<file path="config.mk">
export PLATFORM = sky130hd
export DESIGN_NAME = div_share_sched
export DESIGN_NICKNAME = d
export VERILOG_FILES = /design/src/rtl/div_share_sched.sv
export SDC_FILE = /design/constraint.sdc
export NUM_CORES = 1
export LEC_CHECK = 0
export ABC_AREA = 0
export ABC_CLOCK_PERIOD_IN_PS = 5800
export BUFFER_PORTS_ARGS = -buffer_cell sky130_fd_sc_hd__buf_4
export CAP_MARGIN = 10
export CORE_AREA = 2 2 115 117
export CTS_CLUSTER_SIZE = 28
export DETAILED_ROUTE_END_ITERATION = 16
export DIE_AREA = 0 0 117 119
export PLACE_DENSITY_LB_ADDON = 0.2
export SYNTH_ARGS = -nofsm -noshare
export SYNTH_HDL_FRONTEND = slang
export SYNTH_SLANG_ARGS = --single-unit
</file>
<file path="constraint.sdc">
create_clock -name clk_in -period 5.8 [get_ports clk_in]
set_input_delay 0.87 -clock clk_in [delete_from_list [all_inputs] [get_ports clk_in]]
set_output_delay 0.87 -clock clk_in [all_outputs]
set_load 0.1 [all_outputs]
</file>
<file path="src/rtl/div_share_sched.sv">
// div_share_sched: round-robin scheduler sharing one multi-cycle divider
// among NUM_REQ ratio requesters. It handles one operation at a time, and
// zero divisors are answered directly without using the divider.
// Optional macro DIV_SCHED_TIMEOUT_EN adds a WAIT-state watchdog: after
// TIMEOUT cycles with no result, it responds with error=1 and quotient=0.
module div_share_sched #(
   parameter  int NUM_REQ    = 4,
   parameter  int DIVIDEND_W = 22,
   parameter  int DIVISOR_W  = 21,
   parameter  int QUOTIENT_W = 33,
   parameter  int TIMEOUT    = 64,
   localparam int ID_W       = $clog2(NUM_REQ)
) (
   input  logic                            clk_in,
   input  logic                            rst_in,
   input  logic [NUM_REQ-1:0]              req_valid_in,
   output logic [NUM_REQ-1:0]              req_ready_out,
   input  logic [NUM_REQ*DIVIDEND_W-1:0]   req_dividend_in,
   input  logic [NUM_REQ*DIVISOR_W-1:0]    req_divisor_in,
   output logic                            resp_valid_out,
   input  logic                            resp_ready_in,
   output logic [ID_W-1:0]                 resp_id_out,
   output logic [QUOTIENT_W-1:0]           resp_quotient_out,
   output logic                            resp_error_out,
   output logic [DIVIDEND_W-1:0]           div_dividend_out,
   output logic [DIVISOR_W-1:0]            div_divisor_out,
   output logic                            div_valid_out,
   input  logic [QUOTIENT_W-1:0]           div_quotient_in,
   input  logic                            div_valid_in
);

   typedef enum logic [1:0] {IDLE, ISSUE, WAIT, RESP} state_t;

   localparam logic [ID_W:0] NREQ = (ID_W+1)'(NUM_REQ);

   state_t                  state, state_nxt;
   logic [ID_W-1:0]         last_grant;
   logic [ID_W-1:0]         win_id;
   logic                    win_vld;
   logic [DIVIDEND_W-1:0]   op_dividend;
   logic [DIVISOR_W-1:0]    op_divisor;
   logic [ID_W-1:0]         rsp_id;
   logic [QUOTIENT_W-1:0]   rsp_q;
   logic                    rsp_err;
   logic                    wait_expired;

   // unpack per-requester operand slices
   logic [DIVIDEND_W-1:0]   dvd_arr [NUM_REQ];
   logic [DIVISOR_W-1:0]    dvs_arr [NUM_REQ];
   for (genvar g = 0; g < NUM_REQ; g++) begin : g_unpack
      assign dvd_arr[g] = req_dividend_in[g*DIVIDEND_W +: DIVIDEND_W];
      assign dvs_arr[g] = req_divisor_in[g*DIVISOR_W +: DIVISOR_W];
   end

   logic win_zero;
   assign win_zero = (dvs_arr[win_id] == '0);

   // round-robin search from last_grant+1; scanning far-to-near lets the nearest valid requester win
   always_comb begin
      logic [ID_W:0] sum;
      win_vld = 1'b0;
      win_id  = '0;
      sum     = '0;
      for (int k = NUM_REQ; k >= 1; k--) begin
         sum = {1'b0, last_grant} + (ID_W+1)'(k);
         if (sum >= NREQ) sum = sum - NREQ;
         if (req_valid_in[sum[ID_W-1:0]]) begin
            win_vld = 1'b1;
            win_id  = sum[ID_W-1:0];
         end
      end
   end

`ifdef DIV_SCHED_TIMEOUT_EN
   localparam int TO_W = $clog2(TIMEOUT+1);
   logic [TO_W-1:0] wait_cnt;

   // watchdog counts WAIT cycles, cleared in every other state
   always_ff @(posedge clk_in or posedge rst_in) begin
      if (rst_in)              wait_cnt <= '0;
      else if (state != WAIT)  wait_cnt <= '0;
      else                     wait_cnt <= wait_cnt + 1'b1;
   end

   assign wait_expired = (wait_cnt == TO_W'(TIMEOUT-1));
`else
   assign wait_expired = 1'b0;
`endif

   // state register
   always_ff @(posedge clk_in or posedge rst_in) begin
      if (rst_in) state <= IDLE;
      else        state <= state_nxt;
   end

   // next-state logic; grant is combinational and only in IDLE
   always_comb begin
      state_nxt     = state;
      req_ready_out = '0;
      case (state)
         IDLE: if (win_vld) begin
            req_ready_out[win_id] = 1'b1;
            state_nxt = win_zero ? RESP : ISSUE;
         end
         ISSUE: state_nxt = WAIT;
         WAIT:  if (div_valid_in || wait_expired) state_nxt = RESP;
         RESP:  if (resp_ready_in) state_nxt = IDLE;
         default: state_nxt = IDLE;
      endcase
   end

   // operand/response capture; a divider result only counts while in WAIT
   always_ff @(posedge clk_in or posedge rst_in) begin
      if (rst_in) begin
         last_grant  <= ID_W'(NUM_REQ-1);
         op_dividend <= '0;
         op_divisor  <= '0;
         rsp_id      <= '0;
         rsp_q       <= '0;
         rsp_err     <= 1'b0;
      end else begin
         if (state == IDLE && win_vld) begin
            last_grant  <= win_id;
            rsp_id      <= win_id;
            op_dividend <= dvd_arr[win_id];
            op_divisor  <= dvs_arr[win_id];
            if (win_zero) begin
               rsp_q   <= '1;
               rsp_err <= 1'b1;
            end
         end
         if (state == WAIT) begin
            if (div_valid_in) begin
               rsp_q   <= div_quotient_in;
               rsp_err <= 1'b0;
            end else if (wait_expired) begin
               rsp_q   <= '0;
               rsp_err <= 1'b1;
            end
         end
      end
   end

   assign div_valid_out     = (state == ISSUE);
   assign div_dividend_out  = op_dividend;
   assign div_divisor_out   = op_divisor;
   assign resp_valid_out    = (state == RESP);
   assign resp_id_out       = rsp_id;
   assign resp_quotient_out = rsp_q;
   assign resp_error_out    = rsp_err;

endmodule

</file>
==> impl_metrics.json <==
{
  "synth_edf_count": 0,
  "synth.distinct_cells": 43,
  "die_w_um": 117,
  "clock-sinks": 83,
  "die_y_um": 119,
  "fmax_ghz": 0.230,
  "final.period_utilization_pct": 74.9,
  "core_um2": 12900,
  "gp_congestion": 0.877,
  "synth_area_leaders": "dfrtp_1 41%, nand2_1 15%, a21oi_2 5.3%, a211oi_1 5.1%, nor2_1 5.1%",
  "cts-resized-gates": 0,
  "finalNetCount": 1132,
  "run_status": "finished, final reports clean",
  "drive_gt1_share_pct": 40.4,
  "seq_area_um2": 2080,
  "cts_tree": "built",
  "syn_to_final_growth_pct": 52.9,
  "routed_via_density": 5.11,
  "crit_path_start_kind": "input port",
  "setup-tns-final_ps": 0,
  "clockBufferDepth": 2,
  "syn_avg_cell_area_um2": 7.67,
  "drt-total-wl_mm": 17.2,
  "synthCells": 652,
  "ant_nets": 0,
  "worstMarginPinSlew_ps": 1100,
  "start_util_pct": 38.9,
  "synth_area_leader_cell": "dfrtp_1",
  "path_common_cell": "buf_4",
  "skew_ps": 5.55,
  "cp_cell_sequence": "buf_4 > o21ai_1 > a21boi_2 > buf_4 > or3_2 > a211oi_1 > o22ai_1 > nor4_4 > nand4_4 > a21oi_1",
  "rows": 42,
  "relSlewSlack_pct": 26.8,
  "port_buffers": 297,
  "grt_max_degree": 84,
  "slew_viol_final": 0,
  "antenna_found_initial": 0,
  "wl_per_cell_um": 15.7,
  "wl_met1_mm": 7.12,
  "route.met3.wl_mm": 1.36,
  "insertion_delay_ps": 330,
  "cp.arrival_ps": 4600,
  "synth-main-ff-cell": "dfrtp_1",
  "synth_top_area_share_pct": 40.5,
  "min_path_type": "flop to flop",
  "synth_area_um2": 5000,
  "holdBufCountCts": 0,
  "ios": 298,
  "nFillCells": 1221,
  "finalSetupViolCount": 0,
  "yosysWarnings": 0,
  "critical-path-max-stage-delay_ps": 930,
  "drv_cap": 0,
  "post-cts-setup-buffers": 0,
  "cp-end-kind": "flop",
  "track_usage_pct": 24.9,
  "ys_seq_area_share_pct": 41.6,
  "cp_slowest_cell": "or3_2",
  "cp.required_ps": 6050,
  "routed-wl-met2_mm": 8.29,
  "finalCriticalPeriod_ps": 4350,
  "critPathMaxFanout": 53,
  "multiInputGateArea_um2": 2700,
  "drc": 0,
  "dp_hpwl_mm": 12.8,
  "routed.top_layer": "met4",
  "root_buffer": "clkbuf_16",
  "syn_nets": 869,
  "grt_pass1_wl_mm": 27.4,
  "critPathKind": "input port to flop",
  "drt_iter0_markers": 453,
  "vias": 5599,
  "cts_htree_levels": 3,
  "finalHoldViolCount": 0,
  "antenna_cells": 0,
  "rsz0062_at_grt": "false",
  "clkSlewWorstSetupHoldPaths_ps": 60,
  "grt_overflow": 0,
  "drt-pass1-iter-count": 5,
  "numCtsBuffers": 9,
  "ys_ff_latch": 83,
  "die_area_um2": 13900,
  "ys_async_sr_fraction_pct": 100,
  "grt_pass1_vias": 5491
}
-- layout by cell type, fill, tap and decap left out, types with 4 or more instances in the layout --
master	n
mux2_2	4
a21oi_1	11
a21oi_2	31
a211oi_1	34
dfrtp_1	81
o31ai_1	17
o21ai_0	28
nand3_1	44
inv_1	4
nand2_1	194
o22ai_1	8
nor2_1	68
nor3_1	38
buf_4	306
clkbuf_16	9
ha_1	4
-- synthesized netlist by cell type, drive strengths merged, types with 5 or more instances --
master and number:
nor2 68, dfrtp 81, o21ai 29, nor3 39, a211oi 34, clkbuf 37, nand2 195, o31ai 17
o22ai 8, buf 17, a21oi 42, nand3 44, inv 5
-- final timing paths --
path | from | endpoint | slack (ps) | depth (start not counted)
worst max-delay path | req_valid_in[0] | resp_error_out | 1450 | 10
worst min-delay path | div_dividend_out[6] | div_dividend_out[6] | 480 | 2
worst max register to register | last_grant[0] | resp_error_out | 1600 | 9
worst min register to register | div_dividend_out[6] | div_dividend_out[6] | 480 | 2
max in group asynchronous | rst_in | div_divisor_out[7] | 4260 | 3
min in group asynchronous | rst_in | resp_quotient_out[14] | 860 | 3
-- metrics by stage --
| stage | util, % | std cells | instance area (µm²) | setup slack, ps | hold WS [ps] |
|---|---|---|---|---|---|
| floorplan | - | 652 | 5000 | 667 | 498 |
| global placement | 56.8 | 1080 | 7320 | 1230 | 463 |
| detailed placement | 56.8 | 1080 | 7320 | 1190 | 471 |
| CTS | 59.4 | 1096 | 7650 | 1530 | 486 |
| global route | 59.4 | 1096 | 7650 | 1240 | 511 |
| finish | 59.4 | 1096 | 7650 | 1450 | 479 |
-- flip-flops by register name, summed over array words and instances, names as in the netlist --
register / cells
div_divisor_out: 21
last_grant: 2
state: 2
div_dividend_out: 22
resp_quotient_out: 33
resp_id_out: 2
resp_error_out: 1
-- metal layers --
layer  vias to the layer above  global-route usage (%)
met5                         -                       0
met4                         0                    9.19
met3                        30                    5.45
met2                       233                    41.1
met1                      2562                    31.6
li1                       2774                       -
-- final cells by class --
type	instances	share of cell area [%]
inverter	5	0.262
sequential	83	27.2
clock inverter	6	1.23
multi-input combinational	510	35.3
tap	176	2.88
timing repair buffer	306	30.0
clock buffer	10	3.12
-- cells by family (layout without fill, tap and decap cells) --
| logic type | after synthesis | count (layout) | share of synthesized area [%] |
|---|---|---|---|
| flops | 83 | 83 | 41.6 |
| mux | 7 | 7 | 2.00 |
| buf+inv | 59 | 327 | 5.05 |
| simple gates | 361 | 361 | 30.9 |
| fa+ha+maj | 4 | 4 | 1.00 |
| compound gates | 138 | 138 | 19.5 |
-- worst max-delay path, delay by kind of cell --
family / cells / cell delay (ps)
AND/OR/NAND/NOR: 3 / 2080
AO/OA/AOI/OAI: 5 / 1230
buffers and inverters: 2 / 380
Power is left out: the tool's default activity adds up to more than one toggle a clock period on the data nets, which glitch-free logic cannot reach.
